`src/rtl/axis_pkt_gen_if.sv`:
```
// AXI4-Stream bundle used between the packet generator and its downstream sink.
interface axis_pkt_gen_if #(
  parameter int DATA_W = 32
) ();
  logic                  tvalid;
  logic [DATA_W-1:0]     tdata;
  logic [DATA_W/8-1:0]   tkeep;
  logic                  tlast;
  logic                  tready;

  modport master (output tvalid, tdata, tkeep, tlast, input tready);
  modport slave  (input tvalid, tdata, tkeep, tlast, output tready);
endinterface

```
`src/rtl/axis_pkt_gen.sv`:
```
// AXI4-Stream packet generator: fixed packet count, (p + n) mod 256 byte pattern, optional gap.
// Define AXIS_PKT_GEN_THROTTLE_EN to add LFSR-driven TVALID throttling (timing only).
module axis_pkt_gen #(
  parameter int C_TDATA_WIDTH   = 32,
  parameter int C_NUM_PKTS      = 4,
  parameter int C_PKT_LEN_BYTES = 64,
  parameter int C_LEN_STEP      = 0,
  parameter int C_IPG_CYCLES    = 4
) (
  input  logic             ACLK,
  input  logic             ARESETN,
  input  logic             START,
  axis_pkt_gen_if.master   m_axis,
  output logic             LAST_PKT,
  output logic             BUSY,
  output logic             DONE,
  output logic [15:0]      PKT_CNT
);

  localparam int     B        = C_TDATA_WIDTH / 8;
  localparam longint LAST_LEN = longint'(C_PKT_LEN_BYTES)
                              + longint'(C_NUM_PKTS - 1) * longint'(C_LEN_STEP);
  localparam int     GAP_W    = (C_IPG_CYCLES > 0) ? $clog2(C_IPG_CYCLES + 1) : 1;

  if (C_TDATA_WIDTH % 8 != 0 || C_TDATA_WIDTH < 8 || C_TDATA_WIDTH > 512) begin : g_bad_width
    $error("axis_pkt_gen: C_TDATA_WIDTH must be a multiple of 8 in 8..512");
  end
  if (C_NUM_PKTS < 1 || C_NUM_PKTS > 65535 || C_PKT_LEN_BYTES < 1 || C_LEN_STEP < 0
      || C_IPG_CYCLES < 0) begin : g_bad_cfg
    $error("axis_pkt_gen: illegal packet count, length, step or gap");
  end
  if (LAST_LEN > 65535) begin : g_bad_len
    $error("axis_pkt_gen: length of the final packet exceeds 65535 bytes");
  end

  typedef enum logic [1:0] {S_IDLE, S_SEND, S_GAP, S_DONE} state_t;

  state_t             state_q, state_d;
  logic [15:0]        offset_q;    // byte offset of the current beat's lane 0
  logic [15:0]        len_q;       // length of the current packet
  logic [15:0]        pkt_cnt_q;
  logic [GAP_W-1:0]   gap_q;
  logic               last_pkt_q;
  logic               tvalid_c;
  logic               last_beat;
  logic               final_pkt;
  logic               hs;

  assign last_beat = (int'(offset_q) + B) >= int'(len_q);
  assign final_pkt = (pkt_cnt_q == 16'(C_NUM_PKTS - 1));
  assign hs        = tvalid_c && m_axis.tready;

`ifdef AXIS_PKT_GEN_THROTTLE_EN
  // gate_q holds back a beat only while TVALID is already low, so a raised
  // TVALID always survives until its handshake.
  logic [15:0] lfsr_q;
  logic        gate_q;

  always_ff @(posedge ACLK) begin
    if (!ARESETN) begin
      lfsr_q <= 16'hACE1;
      gate_q <= 1'b0;
    end else begin
      lfsr_q <= {lfsr_q[14:0], lfsr_q[15] ^ lfsr_q[13] ^ lfsr_q[12] ^ lfsr_q[10]};
      gate_q <= !tvalid_c && lfsr_q[0];
    end
  end

  assign tvalid_c = (state_q == S_SEND) && !gate_q;
`else
  assign tvalid_c = (state_q == S_SEND);
`endif

  // NOTE: ARESETN is sampled only on the ACLK edge (synchronous reset), and all
  // state here is updated with non-blocking assignments so every register sees
  // pre-edge values of its neighbours.
  always_ff @(posedge ACLK) begin
    if (!ARESETN) state_q <= S_IDLE;
    else          state_q <= state_d;
  end

  // NOTE: the default assignment at the top of each always_comb prevents latches
  // on paths that do not assign every signal.
  always_comb begin
    state_d = state_q;
    unique case (state_q)
      S_IDLE, S_DONE: if (START) state_d = S_SEND;
      S_SEND: begin
        if (hs && last_beat) begin
          if (final_pkt)              state_d = S_DONE;
          else if (C_IPG_CYCLES == 0) state_d = S_SEND;
          else                        state_d = S_GAP;
        end
      end
      S_GAP: if (gap_q == '0) state_d = S_SEND;
      default: state_d = S_IDLE;
    endcase
  end

  always_ff @(posedge ACLK) begin
    if (!ARESETN) begin
      offset_q   <= '0;
      len_q      <= '0;
      pkt_cnt_q  <= '0;
      gap_q      <= '0;
      last_pkt_q <= 1'b0;
    end else begin
      last_pkt_q <= 1'b0;
      unique case (state_q)
        S_IDLE, S_DONE: begin
          if (START) begin
            offset_q  <= '0;
            len_q     <= 16'(C_PKT_LEN_BYTES);
            pkt_cnt_q <= '0;
          end
        end
        S_SEND: begin
          if (hs) begin
            if (last_beat) begin
              offset_q   <= '0;
              len_q      <= len_q + 16'(C_LEN_STEP);
              pkt_cnt_q  <= pkt_cnt_q + 16'd1;
              gap_q      <= GAP_W'(C_IPG_CYCLES - 1);
              last_pkt_q <= final_pkt;
            end else begin
              offset_q <= offset_q + 16'(B);
            end
          end
        end
        S_GAP:   gap_q <= gap_q - 1'b1;
        default: ;
      endcase
    end
  end

  // Beat contents are a pure function of registered state, so they cannot
  // change while a presented beat waits for TREADY.
  always_comb begin
    logic [C_TDATA_WIDTH-1:0] data_c;
    logic [B-1:0]             keep_c;
    int                       lane_off;
    data_c   = '0;
    keep_c   = '0;
    lane_off = 0;
    if (state_q == S_SEND) begin
      for (int i = 0; i < B; i++) begin
        lane_off = int'(offset_q) + i;
        if (lane_off < int'(len_q)) begin
          keep_c[i]        = 1'b1;
          data_c[8*i +: 8] = 8'(int'(pkt_cnt_q) + lane_off);
        end
      end
    end
    m_axis.tvalid = tvalid_c;
    m_axis.tdata  = data_c;
    m_axis.tkeep  = keep_c;
    m_axis.tlast  = (state_q == S_SEND) && last_beat;
    LAST_PKT      = last_pkt_q;
    BUSY          = (state_q == S_SEND) || (state_q == S_GAP);
    DONE          = (state_q == S_DONE);
    PKT_CNT       = pkt_cnt_q;
  end

endmodule

```
`src/flat_wrapper.sv`:
```
// flat-port wrapper written by rule: the top's interface ports become plain ports
module axis_pkt_gen_flat 
#(
  parameter int C_TDATA_WIDTH   = 32,
  parameter int C_NUM_PKTS      = 4,
  parameter int C_PKT_LEN_BYTES = 64,
  parameter int C_LEN_STEP      = 0,
  parameter int C_IPG_CYCLES    = 4
)
  (ACLK, ARESETN, START, LAST_PKT, BUSY, DONE, PKT_CNT, m_axis_tvalid, m_axis_tdata, m_axis_tkeep, m_axis_tlast, m_axis_tready);
  axis_pkt_gen_if #(.DATA_W(32)) m_axis_i ();
  input  logic ACLK;
  input  logic ARESETN;
  input  logic START;
  output logic LAST_PKT;
  output logic BUSY;
  output logic DONE;
  output logic [15:0] PKT_CNT;
  output wire logic [$bits(m_axis_i.tvalid)-1:0] m_axis_tvalid;
  output wire logic [$bits(m_axis_i.tdata)-1:0] m_axis_tdata;
  output wire logic [$bits(m_axis_i.tkeep)-1:0] m_axis_tkeep;
  output wire logic [$bits(m_axis_i.tlast)-1:0] m_axis_tlast;
  input wire logic [$bits(m_axis_i.tready)-1:0] m_axis_tready;
  assign m_axis_tvalid = m_axis_i.tvalid;
  assign m_axis_tdata = m_axis_i.tdata;
  assign m_axis_tkeep = m_axis_i.tkeep;
  assign m_axis_tlast = m_axis_i.tlast;
  assign m_axis_i.tready = m_axis_tready;
  axis_pkt_gen #(.C_TDATA_WIDTH(C_TDATA_WIDTH), .C_NUM_PKTS(C_NUM_PKTS), .C_PKT_LEN_BYTES(C_PKT_LEN_BYTES), .C_LEN_STEP(C_LEN_STEP), .C_IPG_CYCLES(C_IPG_CYCLES)) u_core (.ACLK(ACLK), .ARESETN(ARESETN), .START(START), .m_axis(m_axis_i), .LAST_PKT(LAST_PKT), .BUSY(BUSY), .DONE(DONE), .PKT_CNT(PKT_CNT));
endmodule
```
`config.mk`:
```
export PLATFORM = sky130hd
export DESIGN_NAME = axis_pkt_gen_flat
export DESIGN_NICKNAME = d
export VERILOG_FILES = /design/src/rtl/axis_pkt_gen_if.sv /design/src/rtl/axis_pkt_gen.sv /design/src/flat_wrapper.sv
export SDC_FILE = /design/constraint.sdc
export NUM_CORES = 1
export LEC_CHECK = 0
export BUFFER_PORTS_ARGS = -buffer_cell sky130_fd_sc_hd__buf_2
export CAP_MARGIN = 20
export CELL_PAD_IN_SITES_DETAIL_PLACEMENT = 0
export CELL_PAD_IN_SITES_GLOBAL_PLACEMENT = 1
export CORE_ASPECT_RATIO = 0.7
export CORE_MARGIN = 5
export CORE_UTILIZATION = 38
export DETAILED_ROUTE_END_ITERATION = 8
export GPL_TIMING_DRIVEN = 0
export PLACE_DENSITY = 0.88
export SETUP_SLACK_MARGIN = 0.05
export SLEW_MARGIN = 10
export SYNTH_ARGS = -nofsm -noshare
export SYNTH_HDL_FRONTEND = slang
export SYNTH_SLANG_ARGS = --single-unit
```
`constraint.sdc`:
```
create_clock -name ACLK -period 5.1 [get_ports ACLK]
set_input_delay 1.02 -clock ACLK [delete_from_list [all_inputs] [get_ports ACLK]]
set_output_delay 1.02 -clock ACLK [all_outputs]
set_load 0.05 [all_outputs]
```
==> impl_metrics.py, run 1 <==
metrics = {
    "power_and_ir_drop": {
        "power_per_cell_area_nw_per_um2": 243,
        "leak_pwr_nw": 1.69,
        "internal_power_uw": 555,
        "netSwitchingPower_uw": 328,
        "clockPowerShare_pct": 34.0,
        "ir_worst_vdd_mv": 0.162,
        "p_sw_share_pct": 37.2,
        "comb_power_share_pct": 30.8,
        "sequentialPowerShare_pct": 35.2,
    },
    "sta": {
        "worstMarginPinSlew_ns": 0.621,
        "fin_crit_share_pct": 77.2,
        "grt_setup_unrepaired": "false",
        "timing.setup.tns_ns": 0,
        "max_slew_margin_pct": 58.1,
        "period_minus_slack_ns": 3.94,
        "timing.final.max_slew_violations": 0,
        "clock_skew_ns": 0.00852,
        "setup-violations-final": 0,
        "post-route-worst-setup-slack_ns": 1.16,
        "fmaxAchievable_mhz": 254,
        "hold_viol_final": 0,
    },
    "clock_network": {
        "tritoncts": "built",
        "post_cts.repair.setup_buffers": 0,
        "cts.root.buffer_cell": "sky130_fd_sc_hd__clkbuf_16",
        "cts_repair_resize_count": 0,
        "clkSinkCount": 37,
        "cts-htree-levels": 2,
        "clk_transition_reported_paths_ns": 0.05,
        "number_of_buffers_inserted_for_hold_repair_after_clock_tree_synthesis": 0,
        "maximum_buffer_depth_of_the_clock_tree": 2,
        "cts_buffers": 5,
        "insertion_delay_ns": 0.28,
    },
    "die": {
        "die_x_um": 117,
        "core-area_um2": 7870,
        "num_rows": 27,
        "die-area_um2": 9990,
        "die_height_um": 85.1,
        "io-pin-count": 61,
        "initial_cell_density_of_the_core_pct": 38.9,
    },
    "route": {
        "detail_route.drc_violations": 0,
        "drt-total-wl_mm": 8.38,
        "routed-via-count": 3035,
        "drt_first_iter_violations": 202,
        "routed_via_density": 5.40,
        "detail_route.first_pass.iterations": 5,
        "drt.antenna.violating_nets": 0,
        "drt-wirelength-per-cell_um": 14.9,
    },
    "synthesis": {
        "postSynthAreaPerCell_um2": 7.78,
        "synthArstFlopShare_pct": 0,
        "seq_area_frac_synth_pct": 24.2,
        "synth_xor_xnor_area_share_pct": 6.86,
        "yosysWarnings": 0,
        "synth-simple-area-share_pct": 28.7,
        "synthesis.nets": 426,
        "postSynthCellCount": 394,
        "post_synthesis_compound_gate_area_fraction_pct": 18.5,
        "post_synthesis_adder_cell_area_fraction_pct": 11.7,
        "synth-main-ff-cell": "sky130_fd_sc_hd__dfxtp_1",
        "synth-edff-count": 0,
        "post_synth_mux_area_share_pct": 1.63,
        "syn_area_um2": 3070,
        "synth-seq-cells": 37,
        "dominant_combinational_cell_family_by_area_after_synthesis": "simple AND/OR/NAND/NOR gates",
        "synthDistinctLibCells": 55,
    },
    "critical_path": {
        "worst-endpoint-required_ns": 4.08,
        "worst_reg2reg_startpoint": "u_core.offset_q[3]",
        "cp_num_buf_inv": 3,
        "timing.reg2reg.worst_path_depth": 13,
        "r2r_end": "u_core.offset_q[4]",
        "timing.reg2reg.setup_slack_ns": 2.04,
        "critical_path_arrival_ns": 2.92,
        "worst_path_cell_chain": "clkbuf_1 > inv_1 > fa_1 > a21bo_2 > a21o_1 > a21oi_1 > o21bai_1 > a21oi_1 > xnor2_1 > nor2_1 > buf_2",
        "crit_slowest_cell": "sky130_fd_sc_hd__fa_1",
        "cpMostUsedCell": "sky130_fd_sc_hd__a21oi_1",
        "cpPeakStageDelay_ns": 0.46,
        "critical_path.top_delay_family": "buffers and inverters",
        "worstPathMaxFanout": 10,
        "timing.critical_path.from_type": "register",
        "timing.setup.critical_path_class": "register to primary output",
        "timing.critical_path.to_type": "primary output",
    },
    "place": {
        "place_ws_ns": 1.43,
        "routabilityCongestion": 0.840,
        "count_of_input_and_output_buffers": 59,
        "dpl.hpwl_mm": 6.43,
    },
    "global_routing": {
        "first_global_vias": 2742,
        "globalRouteTotalUtil_pct": 16.3,
        "overflow_left_after_global_routing": 0,
        "grt_first_pass_wirelength_mm": 13.9,
        "antenna_found_initial": 0,
        "maximum_number_of_pins_on_one_net_before_global_route_repair": 13,
    },
    "hold_path": {
        "min-delay-path-class": "register to register",
        "holdPathEnd": "u_core.offset_q[10]",
        "min_path_cells": 1,
        "worst_hold_startpoint": "u_core.offset_q[10]",
    },
    "run": {
        "max_cap_viols": 0,
    },
    "layout": {
        "nNetsFinal": 492,
        "drive_gt1_share_pct": 18.0,
        "syn2layout_area_growth_pct": 18.4,
        "insertedDiodeCount": 0,
    },
    "run_status": {
        "status": "complete, no violations",
    },
}
-- worst register-to-register path: cells and delay by family, from the launching register on --
family | cells | cell delay, ns
buffers and inverters | 3 | 0.40
AND/OR/NAND/NOR | 6 | 1.22
flip-flops | 1 | 0.47
XOR/XNOR | 1 | 0.16
adder cells (fa/ha/maj) | 2 | 0.56
AO/OA/AOI/OAI | 1 | 0.17
-- through the flow --
step / cells / hold WS (ns) / area [um^2] / utilization (%) / power (mW)
finish: 562 / 0.504 / 3630 / 46.1 / 0.883
global route: 562 / 0.510 / 3630 / 46.1 / 0.927
CTS: 562 / 0.501 / 3630 / 46.1 / 0.888
detailed placement: 554 / 0.494 / 3490 / 44.3 / 0.587
global placement: 554 / 0.490 / 3490 / 44.3 / 0.583
floorplan: 394 / 0.465 / 3070 / - / 0.519
-- sequential cells by signal, summed over array words and instances, names as in the netlist --
register,count
u_core.len_q,1
u_core.PKT_CNT,16
u_core.gap_q,3
u_core.offset_q,14
u_core.LAST_PKT,1
u_core.state_q,2
-- cell usage after synthesis, types with 11 or more instances --
| master | n | area [um^2] |
|---|---|---|
| sky130_fd_sc_hd__ha_1 | 27 | 338 |
| sky130_fd_sc_hd__dfxtp_1 | 37 | 741 |
| sky130_fd_sc_hd__nand2_1 | 25 | 93.8 |
| sky130_fd_sc_hd__a21oi_1 | 32 | 160 |
| sky130_fd_sc_hd__o31ai_1 | 11 | 82.6 |
| sky130_fd_sc_hd__and3_1 | 16 | 100 |
| sky130_fd_sc_hd__nor2_1 | 46 | 173 |
| sky130_fd_sc_hd__nand3_1 | 12 | 60.1 |
| sky130_fd_sc_hd__inv_1 | 24 | 90.1 |
| sky130_fd_sc_hd__or4_1 | 11 | 82.6 |
| sky130_fd_sc_hd__xnor2_1 | 18 | 158 |
| sky130_fd_sc_hd__clkbuf_1 | 22 | 82.6 |
-- cells in the final DEF (no fill, tap or decap), types with 10 or more instances in the layout --
cell,n
sky130_fd_sc_hd__xnor2_1,18
sky130_fd_sc_hd__and3_1,16
sky130_fd_sc_hd__inv_1,24
sky130_fd_sc_hd__a21oi_1,32
sky130_fd_sc_hd__o31ai_1,11
sky130_fd_sc_hd__nand2_1,25
sky130_fd_sc_hd__buf_2,60
sky130_fd_sc_hd__ha_1,27
sky130_fd_sc_hd__nor2_1,46
sky130_fd_sc_hd__a21o_1,10
sky130_fd_sc_hd__nand4_1,10
sky130_fd_sc_hd__dfxtp_1,37
sky130_fd_sc_hd__clkbuf_1,22
sky130_fd_sc_hd__nand3_1,12
sky130_fd_sc_hd__or4_1,11
-- power groups by stage --
stage / registers [mW] / clock network, mW / logic (mW)
floorplan: 0.319 / 0 / 0.200
global placement: 0.316 / 0 / 0.267
detailed placement: 0.317 / 0 / 0.270
CTS: 0.311 / 0.306 / 0.272
global route: 0.313 / 0.316 / 0.297
finish: 0.311 / 0.300 / 0.272
-- cell families (layout without fill, tap and decap cells) --
logic type,Yosys count,in the layout
AND/OR/NAND/NOR,160,160
buffers and inverters,54,121
flip-flops,37,37
XOR/XNOR,24,24
AO/OA/AOI/OAI,86,86
multiplexers,5,5
adder cells (fa/ha/maj),28,28
-- per-layer routing --
layer | part of all wire, % | global-route usage [%] | vias to the layer above | routed length [um]
li1 | - | - | 1526 | -
met1 | 52 | 25.6 | 1409 | 4380
met2 | 41 | 23.1 | 95 | 3410
met3 | 6.7 | 3.13 | 5 | 565
met4 | 0.36 | 2.42 | 0 | 30
met5 | 0 | 0 | - | 0
-- worst max-delay path by stage --
stage	from	to	slack (ns)	depth (start not counted)
after CTS	u_core.PKT_CNT[2]	m_axis_tdata[31]	1.13	11
after global routing	u_core.PKT_CNT[2]	m_axis_tdata[31]	0.88	11
after global placement	u_core.PKT_CNT[2]	m_axis_tdata[31]	1.44	11
after floorplan	u_core.PKT_CNT[2]	m_axis_tdata[27]	1.19	6
after detailed placement	u_core.PKT_CNT[2]	m_axis_tdata[31]	1.43	11
final	u_core.PKT_CNT[2]	m_axis_tdata[31]	1.16	11
-- final cells by class --
| type | count | area, um^2 |
|---|---|---|
| Fill cell | 806 | 4240 |
| Multi-Input combinational cell | 303 | 2060 |
| Sequential cell | 37 | 741 |
| Timing Repair Buffer | 59 | 295 |
| Buffer | 29 | 166 |
| Tap cell | 101 | 126 |
| Clock buffer | 5 | 125 |
| Inverter | 25 | 93.8 |
| Clock inverter | 3 | 17.5 |
Note: power is estimated with default switching activity, not from simulation.
==> run 2: changes to the inputs <==
- CORE_UTILIZATION: 38 -> 37
- PLACE_DENSITY: 0.88 -> 0.89
- clock period: 5.1 -> 3.35 ns (I/O delays scaled with it)
==> impl_metrics.py, run 2 (same netlist as run 1, synthesis figures left out) <==
metrics = {
    "layout": {
        "finish.cell_count_without_fillers": 567,
        "final_cell_mix": "sky130_fd_sc_hd__buf_2, sky130_fd_sc_hd__nor2_1, sky130_fd_sc_hd__dfxtp_1",
        "largest_register_ffs": 16,
        "layout.filler_cells": 807,
        "nNetsFinal": 497,
        "mostFrequentLayoutCell": "sky130_fd_sc_hd__buf_2",
        "syn2layout_area_growth_pct": 24.0,
        "post-route-cell-area_um2": 3800,
        "insertedDiodeCount": 0,
        "drive_gt1_share_pct": 23.4,
    },
    "hold_path": {
        "min_path_cells": 1,
        "worst_hold_startpoint": "u_core.offset_q[10]",
        "holdPathEnd": "u_core.offset_q[10]",
        "min-delay-path-class": "register to register",
    },
    "sta": {
        "timing.setup.tns_ns": 0,
        "max_slew_margin_pct": 51.8,
        "fmaxAchievable_mhz": 312,
        "timing.final.max_slew_violations": 0,
        "hold_viol_final": 0,
        "fin_crit_share_pct": 95.6,
        "grt_setup_unrepaired": "true",
        "worstMarginPinSlew_ns": 0.716,
        "clock_skew_ns": 0.00485,
        "period_minus_slack_ns": 3.20,
        "setup-violations-final": 0,
        "post-route-worst-setup-slack_ns": 0.148,
    },
    "critical_path": {
        "worstPathMaxFanout": 8,
        "timing.setup.critical_path_class": "register to primary output",
        "timing.critical_path.from_type": "register",
        "timing.critical_path.to_type": "primary output",
        "worst-endpoint-required_ns": 2.68,
        "worst_reg2reg_startpoint": "u_core.offset_q[2]",
        "timing.reg2reg.worst_path_depth": 13,
        "r2r_end": "u_core.offset_q[4]",
        "timing.reg2reg.setup_slack_ns": 0.57,
        "critical_path_arrival_ns": 2.53,
    },
    "route": {
        "routed_via_density": 5.43,
        "drt-total-wl_mm": 8.55,
        "drt_first_iter_violations": 198,
        "detail_route.first_pass.iterations": 4,
        "drt.antenna.violating_nets": 0,
        "detail_route.drc_violations": 0,
        "drt-wirelength-per-cell_um": 15.1,
        "routed-via-count": 3076,
    },
    "place": {
        "place.detailed.instances": 554,
        "postPlaceCellArea_um2": 3510,
        "routabilityCongestion": 0.867,
        "place_ws_ns": 0.0367,
        "count_of_input_and_output_buffers": 59,
        "dpl.hpwl_mm": 6.41,
    },
    "power_and_ir_drop": {
        "leak_pwr_nw": 1.74,
        "power_per_cell_area_nw_per_um2": 383,
        "ir_worst_vdd_mv": 0.238,
        "post-layout-total-power_mw": 1.46,
    },
    "clock_network": {
        "cts_buffers": 5,
        "maximum_buffer_depth_of_the_clock_tree": 2,
        "cts-htree-levels": 2,
        "tritoncts": "built",
        "insertion_delay_ns": 0.28,
        "clk_transition_reported_paths_ns": 0.05,
        "clkSinkCount": 37,
        "cts.root.buffer_cell": "sky130_fd_sc_hd__clkbuf_16",
        "number_of_buffers_inserted_for_hold_repair_after_clock_tree_synthesis": 0,
    },
    "die": {
        "io-pin-count": 61,
        "core-area_um2": 7970,
        "die-area_um2": 10200,
        "die_height_um": 86.2,
        "initial_cell_density_of_the_core_pct": 38.4,
        "die_x_um": 119,
        "num_rows": 27,
    },
    "global_routing": {
        "first_global_vias": 2804,
        "antenna_found_initial": 0,
        "maximum_number_of_pins_on_one_net_before_global_route_repair": 12,
        "globalRouteTotalUtil_pct": 16.3,
        "overflow_left_after_global_routing": 0,
        "grt_first_pass_wirelength_mm": 14.0,
    },
    "run": {
        "max_cap_viols": 0,
    },
    "run_status": {
        "status": "complete, no violations",
    },
}
run 2: changes by cell type in the layout (fill, tap and decap cells not counted), moves of 4 or more:
cell                      before  now
sky130_fd_sc_hd__buf_2        60   56
sky130_fd_sc_hd__buf_4         1    7
sky130_fd_sc_hd__dfxtp_1      37   32
sky130_fd_sc_hd__nor2_1       46   42
run 2: routing by layer:
metal / up-vias / share of wire [%] / track usage [%]
met5: - / 0 / 0
met4: 0 / 0.21 / 2.52
met3: 4 / 8.0 / 3.36
met2: 109 / 41 / 23.9
met1: 1425 / 51 / 24.8
li1: 1538 / - / -
run 2: cell type report:
cell class | count | area (um^2) | share of cell area [%]
clock inverter | 1 | 30.0 | 0.790
clock buffer | 7 | 143 | 3.75
buffer | 29 | 180 | 4.74
tap | 101 | 126 | 3.33
timing repair buffer | 64 | 343 | 9.02
inverter | 25 | 97.6 | 2.57
multi-input combinational | 303 | 2130 | 55.9
sequential | 37 | 754 | 19.9
run 2: worst max-delay path, cell delays in order (launching register included):
cell and delay (ns):
sky130_fd_sc_hd__dfxtp_4 0.37, sky130_fd_sc_hd__ha_4 0.18, sky130_fd_sc_hd__and2_4 0.17, sky130_fd_sc_hd__nand2_1 0.08, sky130_fd_sc_hd__xor2_1 0.19, sky130_fd_sc_hd__ha_1 0.26, sky130_fd_sc_hd__and3_1 0.18, sky130_fd_sc_hd__nor4_4 0.32
sky130_fd_sc_hd__and3_4 0.25, sky130_fd_sc_hd__nor2b_1 0.05, sky130_fd_sc_hd__buf_2 0.20
run 2: through the flow:
step	util, %	hold WS, ns
global route	47.7	0.517
CTS	46.4	0.501
finish	47.7	0.502
detailed placement	44.0	0.491
global placement	44.0	0.490
floorplan	-	0.465
run 2: where the power goes:
| part | total, mW | switching [mW] | leakage, nW | internal [mW] |
|---|---|---|---|---|
| sequential | 0.474 | 0.0187 | 0.303 | 0.455 |
| combinational | 0.430 | 0.304 | 1.35 | 0.126 |
| clock | 0.553 | 0.181 | 0.0841 | 0.372 |
| total | 1.46 | 0.504 | 1.74 | 0.952 |
run 2: worst max-delay path by stage:
stage / startpoint / to / cells after the start
after floorplan: u_core.state_q[0] / m_axis_tdata[19] / 5
after global placement: u_core.PKT_CNT[2] / m_axis_tdata[31] / 11
after detailed placement: u_core.PKT_CNT[2] / m_axis_tdata[31] / 11
after CTS: u_core.PKT_CNT[1] / m_axis_tdata[31] / 10
after global routing: u_core.PKT_CNT[2] / m_axis_tdata[31] / 11
final: u_core.offset_q[2] / m_axis_tlast / 10
run 2: repair_timing:
item	in CTS	in global routing
endpoints found under the setup margin	15	24
endpoints found under the hold margin	0	0
resized for setup	10	20
buffers inserted	0	5
pin swaps	2	3
==> run 3: changes to the inputs <==
- CORE_UTILIZATION: 37 -> 35
- PLACE_DENSITY: 0.89 -> 0.86
==> impl_metrics.py, run 3 (same netlist as run 1, synthesis figures left out) <==
metrics = {
    "clock_network": {
        "cts-htree-levels": 2,
        "cts_buffers": 5,
        "insertion_delay_ns": 0.28,
        "maximum_buffer_depth_of_the_clock_tree": 2,
        "clk_transition_reported_paths_ns": 0.05,
        "cts.root.buffer_cell": "sky130_fd_sc_hd__clkbuf_16",
        "clkSinkCount": 37,
        "number_of_buffers_inserted_for_hold_repair_after_clock_tree_synthesis": 0,
        "tritoncts": "built",
    },
    "sta": {
        "hold_viol_final": 0,
        "grt_setup_unrepaired": "true",
        "fmaxAchievable_mhz": 309,
        "max_slew_margin_pct": 56.1,
        "worstMarginPinSlew_ns": 0.654,
        "timing.setup.tns_ns": 0,
        "timing.final.max_slew_violations": 0,
        "fin_crit_share_pct": 96.5,
        "setup-violations-final": 0,
        "clock_skew_ns": 0.00497,
        "period_minus_slack_ns": 3.23,
        "post-route-worst-setup-slack_ns": 0.118,
    },
    "critical_path": {
        "worstPathMaxFanout": 8,
        "critical_path_arrival_ns": 2.56,
        "timing.setup.critical_path_class": "register to primary output",
        "timing.critical_path.to_type": "primary output",
        "timing.critical_path.from_type": "register",
        "worst-endpoint-required_ns": 2.68,
    },
    "global_routing": {
        "grt_first_pass_wirelength_mm": 14.0,
        "globalRouteTotalUtil_pct": 15.7,
        "first_global_vias": 2813,
        "overflow_left_after_global_routing": 0,
        "antenna_found_initial": 0,
        "maximum_number_of_pins_on_one_net_before_global_route_repair": 11,
    },
    "layout": {
        "insertedDiodeCount": 0,
        "drive_gt1_share_pct": 23.2,
        "nNetsFinal": 494,
        "final_cell_mix": "sky130_fd_sc_hd__buf_2, sky130_fd_sc_hd__nor2_1, sky130_fd_sc_hd__dfxtp_1",
        "largest_register_ffs": 16,
        "finish.cell_count_without_fillers": 582,
        "mostFrequentLayoutCell": "sky130_fd_sc_hd__buf_2",
        "layout.filler_cells": 855,
        "post-route-util_pct": 44.5,
        "syn2layout_area_growth_pct": 23.7,
    },
    "route": {
        "detail_route.first_pass.iterations": 4,
        "drt-wirelength-per-cell_um": 14.5,
        "routed_via_density": 5.19,
        "drt-total-wl_mm": 8.45,
        "routed-via-count": 3023,
        "drt.antenna.violating_nets": 0,
        "drt_first_iter_violations": 159,
        "detail_route.drc_violations": 0,
    },
    "power_and_ir_drop": {
        "power_per_cell_area_nw_per_um2": 360,
        "comb_power_share_pct": 31.4,
        "internal_power_uw": 874,
        "netSwitchingPower_uw": 491,
        "ir_worst_vdd_mv": 0.229,
        "p_sw_share_pct": 36.0,
        "clockPowerShare_pct": 33.9,
        "leak_pwr_nw": 1.72,
        "sequentialPowerShare_pct": 34.7,
    },
    "place": {
        "place_ws_ns": 0.0343,
        "dpl.hpwl_mm": 6.58,
        "routabilityCongestion": 0.818,
        "count_of_input_and_output_buffers": 59,
        "place.detailed.instances": 573,
    },
    "hold_path": {
        "min-delay-path-class": "register to register",
    },
    "die": {
        "die_x_um": 122,
        "core-area_um2": 8510,
        "io-pin-count": 61,
        "die_height_um": 88.3,
        "die-area_um2": 10800,
        "initial_cell_density_of_the_core_pct": 36.0,
        "num_rows": 28,
    },
    "run_status": {
        "status": "complete, no violations",
    },
    "run": {
        "max_cap_viols": 0,
    },
}
-- run 3: changes by cell type in the layout (fill, tap and decap cells not counted), sizes merged --
| cell | change |
|---|---|
| clkbuf | +2 |
| bufinv | -1 |
| buf | -5 |
-- run 3: layout make-up --
cell class              instances  area, um^2  share of cell area (%)
repair buffers                 62         344                    9.08
inverters                      25        97.6                    2.57
clock buffers                   7         143                    3.76
multi-input cells             303        2130                    56.2
well taps                     120         150                    3.96
flip-flops and latches         37         751                    19.8
plain buffers                  28         176                    4.65
-- run 3: final timing paths --
path | startpoint | end | slack [ns] | cells after the start
max | u_core.offset_q[2] | m_axis_tdata[31] | 0.12 | 10
min | u_core.offset_q[10] | u_core.offset_q[10] | 0.50 | 1
max reg2reg | u_core.offset_q[2] | u_core.PKT_CNT[14] | 0.38 | 13
min reg2reg | u_core.offset_q[10] | u_core.offset_q[10] | 0.50 | 1
-- run 3: metrics by stage --
stage,power [mW],area [um^2],hold slack (ns)
6_report,1.37,3790,0.499
3_3_place_gp,0.887,3530,0.491
2_1_floorplan,0.791,3090,0.465
4_1_cts,1.36,3700,0.504
3_5_place_dp,0.898,3530,0.493
5_1_grt,1.43,3790,0.519
-- run 3: critical path, cell delays in order (launching register included) --
cell and delay (ns):
sky130_fd_sc_hd__dfxtp_2 0.41, sky130_fd_sc_hd__ha_2 0.35, sky130_fd_sc_hd__ha_1 0.19, sky130_fd_sc_hd__a21bo_2 0.23
sky130_fd_sc_hd__a21o_1 0.17, sky130_fd_sc_hd__a21oi_1 0.23, sky130_fd_sc_hd__o21bai_1 0.14, sky130_fd_sc_hd__a21oi_2 0.20
sky130_fd_sc_hd__xnor2_2 0.09, sky130_fd_sc_hd__nor2_4 0.11, sky130_fd_sc_hd__buf_6 0.16
-- run 3: power groups by stage --
stage	logic, mW	clock network, mW	registers [mW]
floorplan	0.306	0	0.485
global placement	0.406	0	0.482
detailed placement	0.415	0	0.483
CTS	0.421	0.469	0.474
global route	0.468	0.489	0.476
finish	0.428	0.463	0.474
-- run 3: per-layer routing --
layer	global-route usage [%]	up-vias	wire length, um
met1	23.7	1397	4300
met3	2.75	8	647
li1	-	1529	-
met2	23.8	89	3440
met5	0	-	0
met4	2.54	0	62
-- run 3: repair_timing --
item | 4_1_cts | 5_1_grt
buffers inserted | 1 | 2
setup endpoints to repair | 21 | 23
pin swaps | 2 | 2
gates resized for setup | 10 | 27
